[config.mk]
export PLATFORM = sky130hd
export DESIGN_NAME = fetch_sequencer
export DESIGN_NICKNAME = d
export VERILOG_FILES = /design/src/rtl/fetch_pkg.sv /design/src/rtl/fetch_fifo.sv /design/src/rtl/fetch_sequencer.sv
export SDC_FILE = /design/constraint.sdc
export NUM_CORES = 1
export LEC_CHECK = 0
export BUFFER_PORTS_ARGS = -buffer_cell sky130_fd_sc_hd__buf_2
export CAP_MARGIN = 20
export CORE_UTILIZATION = 53
export DETAILED_ROUTE_END_ITERATION = 16
export GPL_ROUTABILITY_DRIVEN = 0
export PLACE_DENSITY = 0.85
export SYNTH_ARGS = -nofsm -noshare
export SYNTH_HDL_FRONTEND = slang
export SYNTH_SLANG_ARGS = --single-unit
[constraint.sdc]
create_clock -name clk -period 16.2 [get_ports clk]
set_clock_uncertainty 0.1 [all_clocks]
set_input_delay 4.05 -clock clk [delete_from_list [all_inputs] [get_ports clk]]
set_output_delay 4.05 -clock clk [all_outputs]
set_load 0.03 [all_outputs]
[src/rtl/fetch_pkg.sv]
// Shared definitions for the fetch sequencer: FSM state type and the
// default values of its configuration parameters.
package fetch_pkg;

  typedef enum logic [1:0] {
    IDLE = 2'd0,
    RUN  = 2'd1,
    HALT = 2'd2
  } fetch_state_e;

  localparam logic [31:0] RESET_PC  = 32'd100;
  localparam logic [31:0] PC_STEP   = 32'd4;
  localparam logic [31:0] HALT_WORD = 32'hFC00_0000;

  // Redirect targets are forced to word alignment.
  function automatic logic [31:0] align_pc(input logic [31:0] pc);
    return {pc[31:2], 2'b00};
  endfunction

endpackage

[src/rtl/fetch_fifo.sv]
// Small synchronous FIFO holding fetched {instr, pc} entries. A push into a
// full FIFO is accepted only when a pop happens in the same cycle, so the
// count never exceeds DEPTH. Flush empties the FIFO and wins over push/pop.
module fetch_fifo
  import fetch_pkg::*;
#(
  parameter int WIDTH = 64,
  parameter int DEPTH = 2
) (
  input  logic                       clk,
  input  logic                       rst_n,
  input  logic                       push_i,
  input  logic                       pop_i,
  input  logic                       flush_i,
  input  logic [WIDTH-1:0]           wdata_i,
  output logic [WIDTH-1:0]           rdata_o,
  output logic [$clog2(DEPTH+1)-1:0] count_o
);

  localparam int CW = $clog2(DEPTH + 1);
  localparam int PW = (DEPTH > 1) ? $clog2(DEPTH) : 1;
  localparam logic [CW-1:0] FULL_CNT = CW'(DEPTH);
  localparam logic [PW-1:0] LAST_PTR = PW'(DEPTH - 1);

  logic [WIDTH-1:0] mem_q [DEPTH];
  logic [PW-1:0]    rd_ptr_q, rd_ptr_d;
  logic [PW-1:0]    wr_ptr_q, wr_ptr_d;
  logic [CW-1:0]    count_q, count_d;
  logic             do_push, do_pop;

  function automatic logic [PW-1:0] next_ptr(input logic [PW-1:0] p);
    return (p == LAST_PTR) ? '0 : p + 1'b1;
  endfunction

  // Qualify push/pop against occupancy and compute next pointers/count.
  always_comb begin
    do_pop   = pop_i && (count_q != '0);
    do_push  = push_i && ((count_q != FULL_CNT) || do_pop);
    rd_ptr_d = rd_ptr_q;
    wr_ptr_d = wr_ptr_q;
    count_d  = count_q;
    if (flush_i) begin
      rd_ptr_d = '0;
      wr_ptr_d = '0;
      count_d  = '0;
    end else begin
      if (do_push) wr_ptr_d = next_ptr(wr_ptr_q);
      if (do_pop)  rd_ptr_d = next_ptr(rd_ptr_q);
      if (do_push && !do_pop)      count_d = count_q + 1'b1;
      else if (!do_push && do_pop) count_d = count_q - 1'b1;
    end
  end

  // Storage and pointer registers.
  always_ff @(posedge clk) begin
    if (!rst_n) begin
      rd_ptr_q <= '0;
      wr_ptr_q <= '0;
      count_q  <= '0;
      for (int i = 0; i < DEPTH; i++) mem_q[i] <= '0;
    end else begin
      rd_ptr_q <= rd_ptr_d;
      wr_ptr_q <= wr_ptr_d;
      count_q  <= count_d;
      if (do_push && !flush_i) mem_q[wr_ptr_q] <= wdata_i;
    end
  end

  assign rdata_o = mem_q[rd_ptr_q];
  assign count_o = count_q;

endmodule

[src/rtl/fetch_sequencer.sv]
// Instruction fetch sequencer: walks the PC through a combinational
// instruction memory, queues fetched words in a 2-entry FIFO for the decoder,
// stops on HALT_WORD and restarts from a redirect.
//
// Decoder handshake: instr_valid/instr_out/pc_out describe the queue head; an
// entry transfers (pop) in any cycle where instr_valid && instr_ready are both
// high at the rising edge. instr_valid never depends on instr_ready.
module fetch_sequencer
  import fetch_pkg::*;
#(
  parameter logic [31:0] RESET_PC  = fetch_pkg::RESET_PC,
  parameter logic [31:0] PC_STEP   = fetch_pkg::PC_STEP,
  parameter logic [31:0] HALT_WORD = fetch_pkg::HALT_WORD
) (
  input  logic         clk,
  input  logic         rst_n,
  input  logic         start,
  output logic [31:0]  imem_addr,
  input  logic [31:0]  imem_data,
  input  logic         redirect_valid,
  input  logic [31:0]  redirect_pc,
  output logic         instr_valid,
  input  logic         instr_ready,
  output logic [31:0]  instr_out,
  output logic [31:0]  pc_out,
  output logic         halted,
  output fetch_state_e dbg_state_o
);

  fetch_state_e state_q, state_d;
  logic [31:0]  pc_q, pc_d;
  logic [1:0]   count;
  logic [63:0]  head;
  logic         pop, push, flush, can_fetch;

  assign instr_valid = (count != 2'd0);
  assign pop         = instr_valid && instr_ready;
  // A full queue still accepts a fetch when the head leaves this cycle.
  assign can_fetch   = (count != 2'd2) || pop;

  // Next-state, PC update and queue control.
  always_comb begin
    state_d = state_q;
    pc_d    = pc_q;
    push    = 1'b0;
    flush   = 1'b0;
    unique case (state_q)
      IDLE: begin
        if (start) state_d = RUN;
      end
      RUN: begin
        if (redirect_valid) begin
          flush = 1'b1;
          pc_d  = align_pc(redirect_pc);
        end else if (can_fetch) begin
          if (imem_data == HALT_WORD) begin
            state_d = HALT;
          end else begin
            push = 1'b1;
            pc_d = pc_q + PC_STEP;
          end
        end
      end
      HALT: begin
        if (redirect_valid) begin
          flush   = 1'b1;
          pc_d    = align_pc(redirect_pc);
          state_d = RUN;
        end
      end
      default: state_d = IDLE;
    endcase
  end

  // State and PC registers.
  always_ff @(posedge clk) begin
    if (!rst_n) begin
      state_q <= IDLE;
      pc_q    <= RESET_PC;
    end else begin
      state_q <= state_d;
      pc_q    <= pc_d;
    end
  end

  fetch_fifo #(
    .WIDTH(64),
    .DEPTH(2)
  ) u_fifo (
    .clk     (clk),
    .rst_n   (rst_n),
    .push_i  (push),
    .pop_i   (pop),
    .flush_i (flush),
    .wdata_i ({imem_data, pc_q}),
    .rdata_o (head),
    .count_o (count)
  );

  assign imem_addr   = pc_q;
  assign instr_out   = head[63:32];
  assign pc_out      = head[31:0];
  assign halted      = (state_q == HALT);
  assign dbg_state_o = state_q;

endmodule

## After elaboration in Yosys (flattened, before gate mapping)

Memories as Yosys holds them, arrays and structs flattened. A register that Yosys moved wholly into a read port is not among the register bits.
Index checks and enable logic that the tools add are counted.

| cells by class | value |
|---|---|
| add/subtract/negate cells | 5 |
| equality and inequality tests | 11 |
| multiplexer cells | 30 |
| bitwise logic cells | 1 |
| reduce and logical (&&, ||, !) cells | 20 |

Operator list:

| operator | number |
|---|---|
| $mux W32 | 4 |
| $mux W64 | 1 |
| $pmux W32 S2 | 1 |
| $reduce_or A64 Y1 | 1 |
| $add A32 B3 Y32 const B | 1 |
| $eq A32 B32 Y1 const B | 1 |
| $mux W1 | 16 |
| $mux W2 | 7 |
| $ne A2 B2 Y1 const B | 6 |
| $logic_and A1 B1 Y1 | 6 |
| $ne A3 B3 Y1 const B | 2 |
| $pmux W2 S3 | 1 |
| $reduce_bool A2 Y1 | 3 |
| $reduce_and A5 Y1 | 1 |
| $reduce_and A4 Y1 | 1 |
| $reduce_or A2 Y1 | 2 |
| $logic_not A1 Y1 | 3 |
| $add A1 B1 Y1 const B | 2 |
| $add A2 B1 Y2 const B | 1 |
| $eq A2 B1 Y1 const B | 1 |
| $eq A2 B2 Y1 const B | 1 |
| $logic_not A2 Y1 | 1 |
| $logic_or A1 B1 Y1 | 2 |
| $sub A2 B1 Y2 const B | 1 |
| $not A1 Y1 | 1 |

| storage, ports and cells | value |
|---|---|
| register bits after elaboration | 38 |
| RAM bits | 128 |
| output and inout bits | 100 |
| memories kept | 1 |

Memories:

| memory | depth | bits a word | rd ports | clocked after memory_dff | write ports | RTL line | RTL |
|---|---|---|---|---|---|---|---|
| u_fifo.mem_q | 2 | 64 | 1 | 1 | 2 | fetch_fifo.sv:25 | `logic [WIDTH-1:0] mem_q [DEPTH];` |

## Logic depth before layout (Yosys ltp)

Gate-level depths: netlist of run 1.

| logic depth | value |
|---|---|
| depth after elaboration | 13 |
| depth in mapped cells | 10 |

## Cells and area by module

Synthesis of run 1 repeated with hierarchy kept, for this count alone.

| second synthesis, totals | value |
|---|---|
| cell total of the unflattened synthesis | 676 |
| area, all modules | 8040.2 um^2 |

Modules (own cells, without submodules):

| module | instances | cells an instance | area an instance (um^2) | seq. area each (um^2) |
|---|---|---|---|---|
| fetch_fifo | 1 | 366 | 5756.8 | 3943.8 |
| fetch_sequencer | 1 | 310 | 2283.4 | 640.6 |

## Least setup slack after synthesis of run 1

Ideal clock, no wire load.

| path | value |
|---|---|
| path kind | input to register |
| start point | input port imem_data[24] |
| end point | memory u_fifo.mem_q[0][10] (enable) |
| setup time | 0.568 ns |
| arrival time | 9.078 ns |
| required time | 15.532 ns |
| setup slack | 6.455 ns |
| cell stages on the path | 5 |
| path buffers | 1 |
| path through | and4bb_2 > nand4_2 > o211ai_2 > buf_2 > o21ai_0 |

RTL lines:

| what | RTL line | RTL |
|---|---|---|
| from (decl) | fetch_sequencer.sv:19 | `input logic [31:0] imem_data,` |
| to (decl) | fetch_fifo.sv:25 |  |

==> reports/qor.txt, run 1 <==
post-synthesis sequential area ratio - 56.2%
Finish-stage setup viols - 0
FF-to-FF path depth - 5
CP max FO - 44
synthesized area - 7950 sq um
launching point of the worst reg2reg path - dbg_state_o[1]$_SDFFE_PN0P_
Layout fillers - 1123
# DRC - 0
first-pass GRT wire length - 28.8 mm
setup ws final - 9820 ps
worst hold path endpoint - u_fifo.count_o[1]$_SDFFE_PP0P_
average routed wire per standard cell - 18.0 microns
synth-to-layout area growth - 18.8%
largest family of logic cells by synthesized area - simple AND/OR/NAND/NOR gates
root buf cell - clkbuf_16
post-DP HPWL - 11.4 mm
CP top delay family - compound AO/OA/AOI/OAI gates
MaxCap Viol Count - 0
Data required, critical path - 16200 ps
Synth Warn # - 0
HP Class - flip-flop to flip-flop
Sink Count - 161
worst path cell trace - buf_2, nor4_1, nand4_2, o211ai_2, o21ai_4, buf_4
WP depth - 6
die width - 124 microns
P_leak - 3.81 nW
Initial Util - 54.5%
most frequent cells after synthesis - edfxtp_1, and2_1, mux2_2
Crit-path slowest cell - o211ai_2
number of hold buffers added after cts - 0
TritonCTS clock tree - done
Syn Area/Cell - 12.0 sq um
Synth Area in Simple Gates - 19.0%
Reg clk slew, reported paths - 60 ps
pwr dens - 137 nW/um^2
Std-Cell Rows - 44
drt initial violations - 483
Synth Area in Compound Gates - 10.3%
Post-synth EDFFs - 124
Avg Vias per Cell - 5.76
die area - 15500 sq um
Reg2Reg Setup Slack - 13390 ps
CTS buffer count - 17
Reg area - 4470 sq um
ys async rst share - 0%
Port Buffers - 162
multiplexer area fraction after synthesis - 8.91%
Clock Latency Late Sink - 430 ps
Final Slew Violations - 0
Critical Path End Type - flip-flop
Synth area leader - edfxtp_1
pre-CTS WS - 9310 ps
area of the multi-input gates - 3190 sq um
vias after detailed routing - 5754
Pre-antenna DRT Iters - 5
Worst slew margin - 27.3%
Main synth FF type - edfxtp_1
Detailed Route WL - 18.0 mm
share of post-route cells with drive strength above 1 - 37.7%
Clock Path Buffers - 2
top-area cell type share of the netlist area - 46.9%
Die H - 124 microns
Slowest Stage Delay on Critical Path - 670 ps
setup_tns - 0 ps
DRT antenna net count - 0
Worst VDD drop - 0.0800 mV
Hold Startpoint - u_fifo.count_o[1]$_SDFFE_PP0P_
nets - 877
Synth Area in XOR/XNOR - 0.441%
GRT overflow - 0
Setup CP Type - input pin to flip-flop
hold depth - 2
core region area - 14600 sq um
Peak Freq - 157 MHz
WP buf/inv - 2
worst-margin pin slew - 1090 ps
post-synthesis adder-cell area fraction - 0.945%
Worst setup SP type - input pin
# IOs - 169
initial antenna violation count - 0
min Tclk post-route - 6380 ps
outcome - finished, final reports clean
Cell variety after synth - 65
period utilisation layout - 39.4%
Synth Instances - 662
gr usage total - 23.9%
post-CTS resize count - 0
vias in the first global route - 5523
crit path DAT - 6380 ps
unrepaired setup endpoints after global routing - no
Setup Fix Bufs, Post-CTS - 0
largest net degree at the start of global routing - 63
n_diodes - 0
ranking of synthesized cells by area - edfxtp_1, dfxtp_1, and2_1
dominant cell by count in the synthesized netlist - edfxtp_1
RR Endpoint - u_fifo.mem_q[0][29]$_SDFFCE_PN0P_
Final Hold Fails - 0
number of H-tree levels - 4
Synth Register Bits - 161
[layout make-up]
cell class              instances  share of cell area, %
clock buffers                  18                   4.55
flip-flops and latches        161                   47.3
clock inverters                14                   2.24
inverters                      11                  0.437
repair buffers                170                   9.23
multi-input cells             441                   33.8
well taps                     184                   2.44
[stage by stage]
| step | instances | util, % | hold slack [ps] | cell area, sq um | total power, W |
|---|---|---|---|---|---|
| floorplan | 665 | - | 362 | 7960 | 0.000781 |
| global placement | 967 | 60.3 | 379 | 8800 | 0.000858 |
| detailed placement | 967 | 60.3 | 418 | 8800 | 0.000866 |
| CTS | 999 | 64.7 | 424 | 9440 | 0.00130 |
| global route | 999 | 64.7 | 440 | 9440 | 0.00134 |
| finish | 999 | 64.7 | 428 | 9440 | 0.00129 |
[worst max-delay path by stage]
stage | from | end
final | imem_data[1] | u_fifo.mem_q[0][29]$_SDFFCE_PN0P_
after global routing | imem_data[9] | u_fifo.mem_q[0][29]$_SDFFCE_PN0P_
after CTS | imem_data[1] | u_fifo.mem_q[0][50]$_SDFFCE_PN0P_
after detailed placement | imem_data[1] | u_fifo.mem_q[0][27]$_SDFFCE_PN0P_
after global placement | imem_data[1] | u_fifo.mem_q[0][26]$_SDFFCE_PN0P_
after floorplan | imem_data[24] | u_fifo.mem_q[0][10]$_SDFFCE_PN0P_
[power breakdown]
group / internal (W) / switching (W)
clock network: 0.000273 / 0.000161
registers: 0.000488 / 0.0000272
logic: 0.000115 / 0.000228
total: 0.000875 / 0.000416
[cells in the final DEF (no fill, tap or decap), drive strengths merged, types with 4 or more instances in the layout]
master and instances:
o31ai 7, nor3 11, bufinv 5, nand2 40, and3 6, nor2 23
a21oi 32, ha 6, buf 170, a32oi 5, conb 4, nor4 13
edfxtp 124, nand4 13, dfxtp 37, o31a 6, inv 11, and2 120
o21ai 19, clkinv 5, clkinvlp 4, a21o 4, clkbuf 18, o32ai 9
o211ai 6, a31oi 6, mux2 62, nand3 14
[logic make-up (layout without fill, tap and decap cells)]
| group | after synthesis | count (layout) |
|---|---|---|
| and+or+nand+nor | 254 | 254 |
| xor gates and xnor gates | 4 | 4 |
| DFF | 161 | 161 |
| adders and majority gates | 6 | 6 |
| muxes | 63 | 63 |
| other | 1 | 4 |
| AOI/OAI and AO/OA | 110 | 110 |
| buffers and inverters | 63 | 213 |
[sequential cells by signal, summed over array words and instances, names as in the netlist, named ones only]
register / cells
u_fifo.rd_ptr_q: 1
dbg_state_o: 2
imem_addr: 30
u_fifo.wr_ptr_q: 1
u_fifo.count_o: 2
u_fifo.mem_q: 124
[per-layer routing]
metal	track usage (%)	part of all wire (%)	vias up
met5	0	0	-
met4	7.94	1.7	0
met3	5.03	5.8	28
met2	38.5	47	222
met1	32.1	45	2788
li1	-	-	2716
[worst register-to-register path, stage by stage, from the launching register on]
cell and delay, ps:
dfxtp_1 340, inv_1 110, ha_1 230, o211ai_2 310, o21ai_4 670, buf_4 640
Power figures use the tool's default switching activity.
==> inputs of run 2 (changes only) <==
==> constraint.sdc (replaced) <==
create_clock -name clk -period 6.42 [get_ports clk]
set_clock_uncertainty 0.1 [all_clocks]
set_input_delay 1.605 -clock clk [delete_from_list [all_inputs] [get_ports clk]]
set_output_delay 1.605 -clock clk [all_outputs]
set_load 0.03 [all_outputs]
==> reports/qor.txt, run 2 (synthesis results as in run 1) <==
P_leak - 3.81 nW (about the same)
most frequent cells in the layout - buf_2, edfxtp_1, and2_1 (unchanged)
Data required, critical path - 6420 ps (was 16200 ps)
Final Hold Fails - 0 (unchanged)
gr usage total - 24.1% (was 23.9%)
Critical Path End Type - flip-flop (unchanged)
# DRC - 0 (unchanged)
DRT antenna net count - 0 (unchanged)
Worst setup SP type - input pin (unchanged)
largest net degree at the start of global routing - 63 (unchanged)
placed cells - 967 (unchanged)
Detailed Route WL - 18.3 mm (was 18.0 mm)
Sink Count - 161 (unchanged)
outcome - finished, final reports clean (unchanged)
vias in the first global route - 5423 (was 5523)
max layer used - met4 (unchanged)
number of hold buffers added after cts - 0 (unchanged)
Initial Util - 54.5% (unchanged)
pwr dens - 336 nW/um^2 (was 137 nW/um^2)
period utilisation layout - 63.0%
Die H - 124 microns (unchanged)
Clock Path Buffers - 2 (unchanged)
hold_ws - 407 ps (was 428 ps)
die width - 124 microns (unchanged)
Slowest Stage Delay on Critical Path - 690 ps (was 670 ps)
initial antenna violation count - 0 (unchanged)
CTS buffer count - 17 (unchanged)
GRT overflow - 0 (unchanged)
Reg clk slew, reported paths - 60 ps (about the same)
max FFs per register - 124 (unchanged)
Setup CP Type - input pin to flip-flop (unchanged)
number of H-tree levels - 4 (unchanged)
vias after detailed routing - 5779 (was 5754)
unrepaired setup endpoints after global routing - no (unchanged)
final instance count without filler cells - 999 (unchanged)
core region area - 14600 sq um (unchanged)
CP max FO - 43 (was 44)
TritonCTS clock tree - done (unchanged)
root buf cell - clkbuf_16 (unchanged)
Worst VDD drop - 0.181 mV (was 0.0800 mV)
share of post-route cells with drive strength above 1 - 37.5% (was 37.7%)
setup_tns - 0 ps (unchanged)
Layout fillers - 1089 (was 1123)
drt initial violations - 649 (was 483)
pre-CTS WS - 1890 ps (was 9310 ps)
Final Slew Violations - 0 (unchanged)
n_diodes - 0 (unchanged)
Setup Fix Bufs, Post-CTS - 0 (unchanged)
Std-Cell Rows - 44 (unchanged)
nets - 877 (unchanged)
DRT met1 WL - 8.26 mm (was 8.14 mm)
Worst slew margin - 27.8% (was 27.3%)
worst-margin pin slew - 1080 ps (was 1090 ps)
Pre-antenna DRT Iters - 5 (unchanged)
HP Class - flip-flop to flip-flop (unchanged)
Avg Vias per Cell - 5.78 (was 5.76)
worst path cell trace - buf_2, nor4_1, nand4_2, o211ai_2, o21ai_4, buf_4 (unchanged)
# IOs - 169 (unchanged)
setup ws final - 2370 ps (was 9820 ps)
Met2 Wirelength - 8.82 mm (was 8.47 mm)
Clock Latency Late Sink - 420 ps (was 430 ps)
MaxCap Viol Count - 0 (unchanged)
post-CTS resize count - 0 (unchanged)
met3 WL - 1.03 mm (was 1.05 mm)
most common cell after layout, fill and taps aside - buf_2 (unchanged)
Finish-stage setup viols - 0 (unchanged)
crit path DAT - 4050 ps (was 6380 ps)
synth-to-layout area growth - 18.2% (was 18.8%)
Port Buffers - 162 (unchanged)
die area - 15500 sq um (unchanged)
post-DP HPWL - 11.5 mm (was 11.4 mm)
min Tclk post-route - 4050 ps
first-pass GRT wire length - 29.1 mm (was 28.8 mm)
Peak Freq - 247 MHz
Largest Register - u_fifo.mem_q (unchanged)
Crit-path slowest cell - o211ai_2 (unchanged)
average routed wire per standard cell - 18.3 microns (was 18.0 microns)
run 2: cell count changes in the layout (fill, tap and decap cells not counted), moves of 2 or more:
cell	before	now
clkinv_4	2	0
inv_4	0	4
clkbuf_16	17	20
clkinvlp_4	2	0
clkbuf_8	0	2
clkinvlp_2	2	0
bufinv_16	5	0
run 2: critical path: cells and delay by family:
family                 cells  cell delay [ps]
AO/OA/AOI/OAI              2             1020
AND/OR/NAND/NOR            2              830
buffers and inverters      2              540
run 2: path summary, 6_finish.rpt:
path	from	end	slack (ps)	cells past startpoint
max	imem_data[1]	u_fifo.mem_q[0][25]$_SDFFCE_PN0P_	2370	6
min	u_fifo.count_o[1]$_SDFFE_PP0P_	u_fifo.count_o[1]$_SDFFE_PP0P_	410	2
max reg2reg	dbg_state_o[1]$_SDFFE_PN0P_	u_fifo.mem_q[0][25]$_SDFFCE_PN0P_	3600	5
min reg2reg	u_fifo.count_o[1]$_SDFFE_PP0P_	u_fifo.count_o[1]$_SDFFE_PP0P_	410	2
run 2: through the flow:
step / total power [W] / area [sq um] / util (%)
2_1_floorplan: 0.00197 / 7960 / -
3_3_place_gp: 0.00217 / 8810 / 60.4
3_5_place_dp: 0.00218 / 8810 / 60.4
4_1_cts: 0.00317 / 9390 / 64.4
5_1_grt: 0.00327 / 9390 / 64.4
6_report: 0.00316 / 9390 / 64.4
run 2: power breakdown:
part	internal, W	switching, W	total [W]	leakage (nW)
sequential	0.00123	0.0000880	0.00132	1.59
combinational	0.000289	0.000561	0.000849	1.92
clock	0.000588	0.000399	0.000987	0.297
run 2: final cells by class:
type                            instances  area [sq um]  area share (%)
Sequential cell                       161          4470            47.5
Multi-Input combinational cell        441          3190            34.0
Timing Repair Buffer                  170           883            9.40
Clock buffer                           25           543            5.78
Tap cell                              184           230            2.45
Inverter                               11          41.3           0.440
Clock inverter                          7          40.0           0.426
run 2: metal layers:
metal	vias up	GRT usage, %
met2	225	37.6
li1	2707	-
met1	2832	33.5
met4	0	8.01
met3	15	5.03
met5	-	0
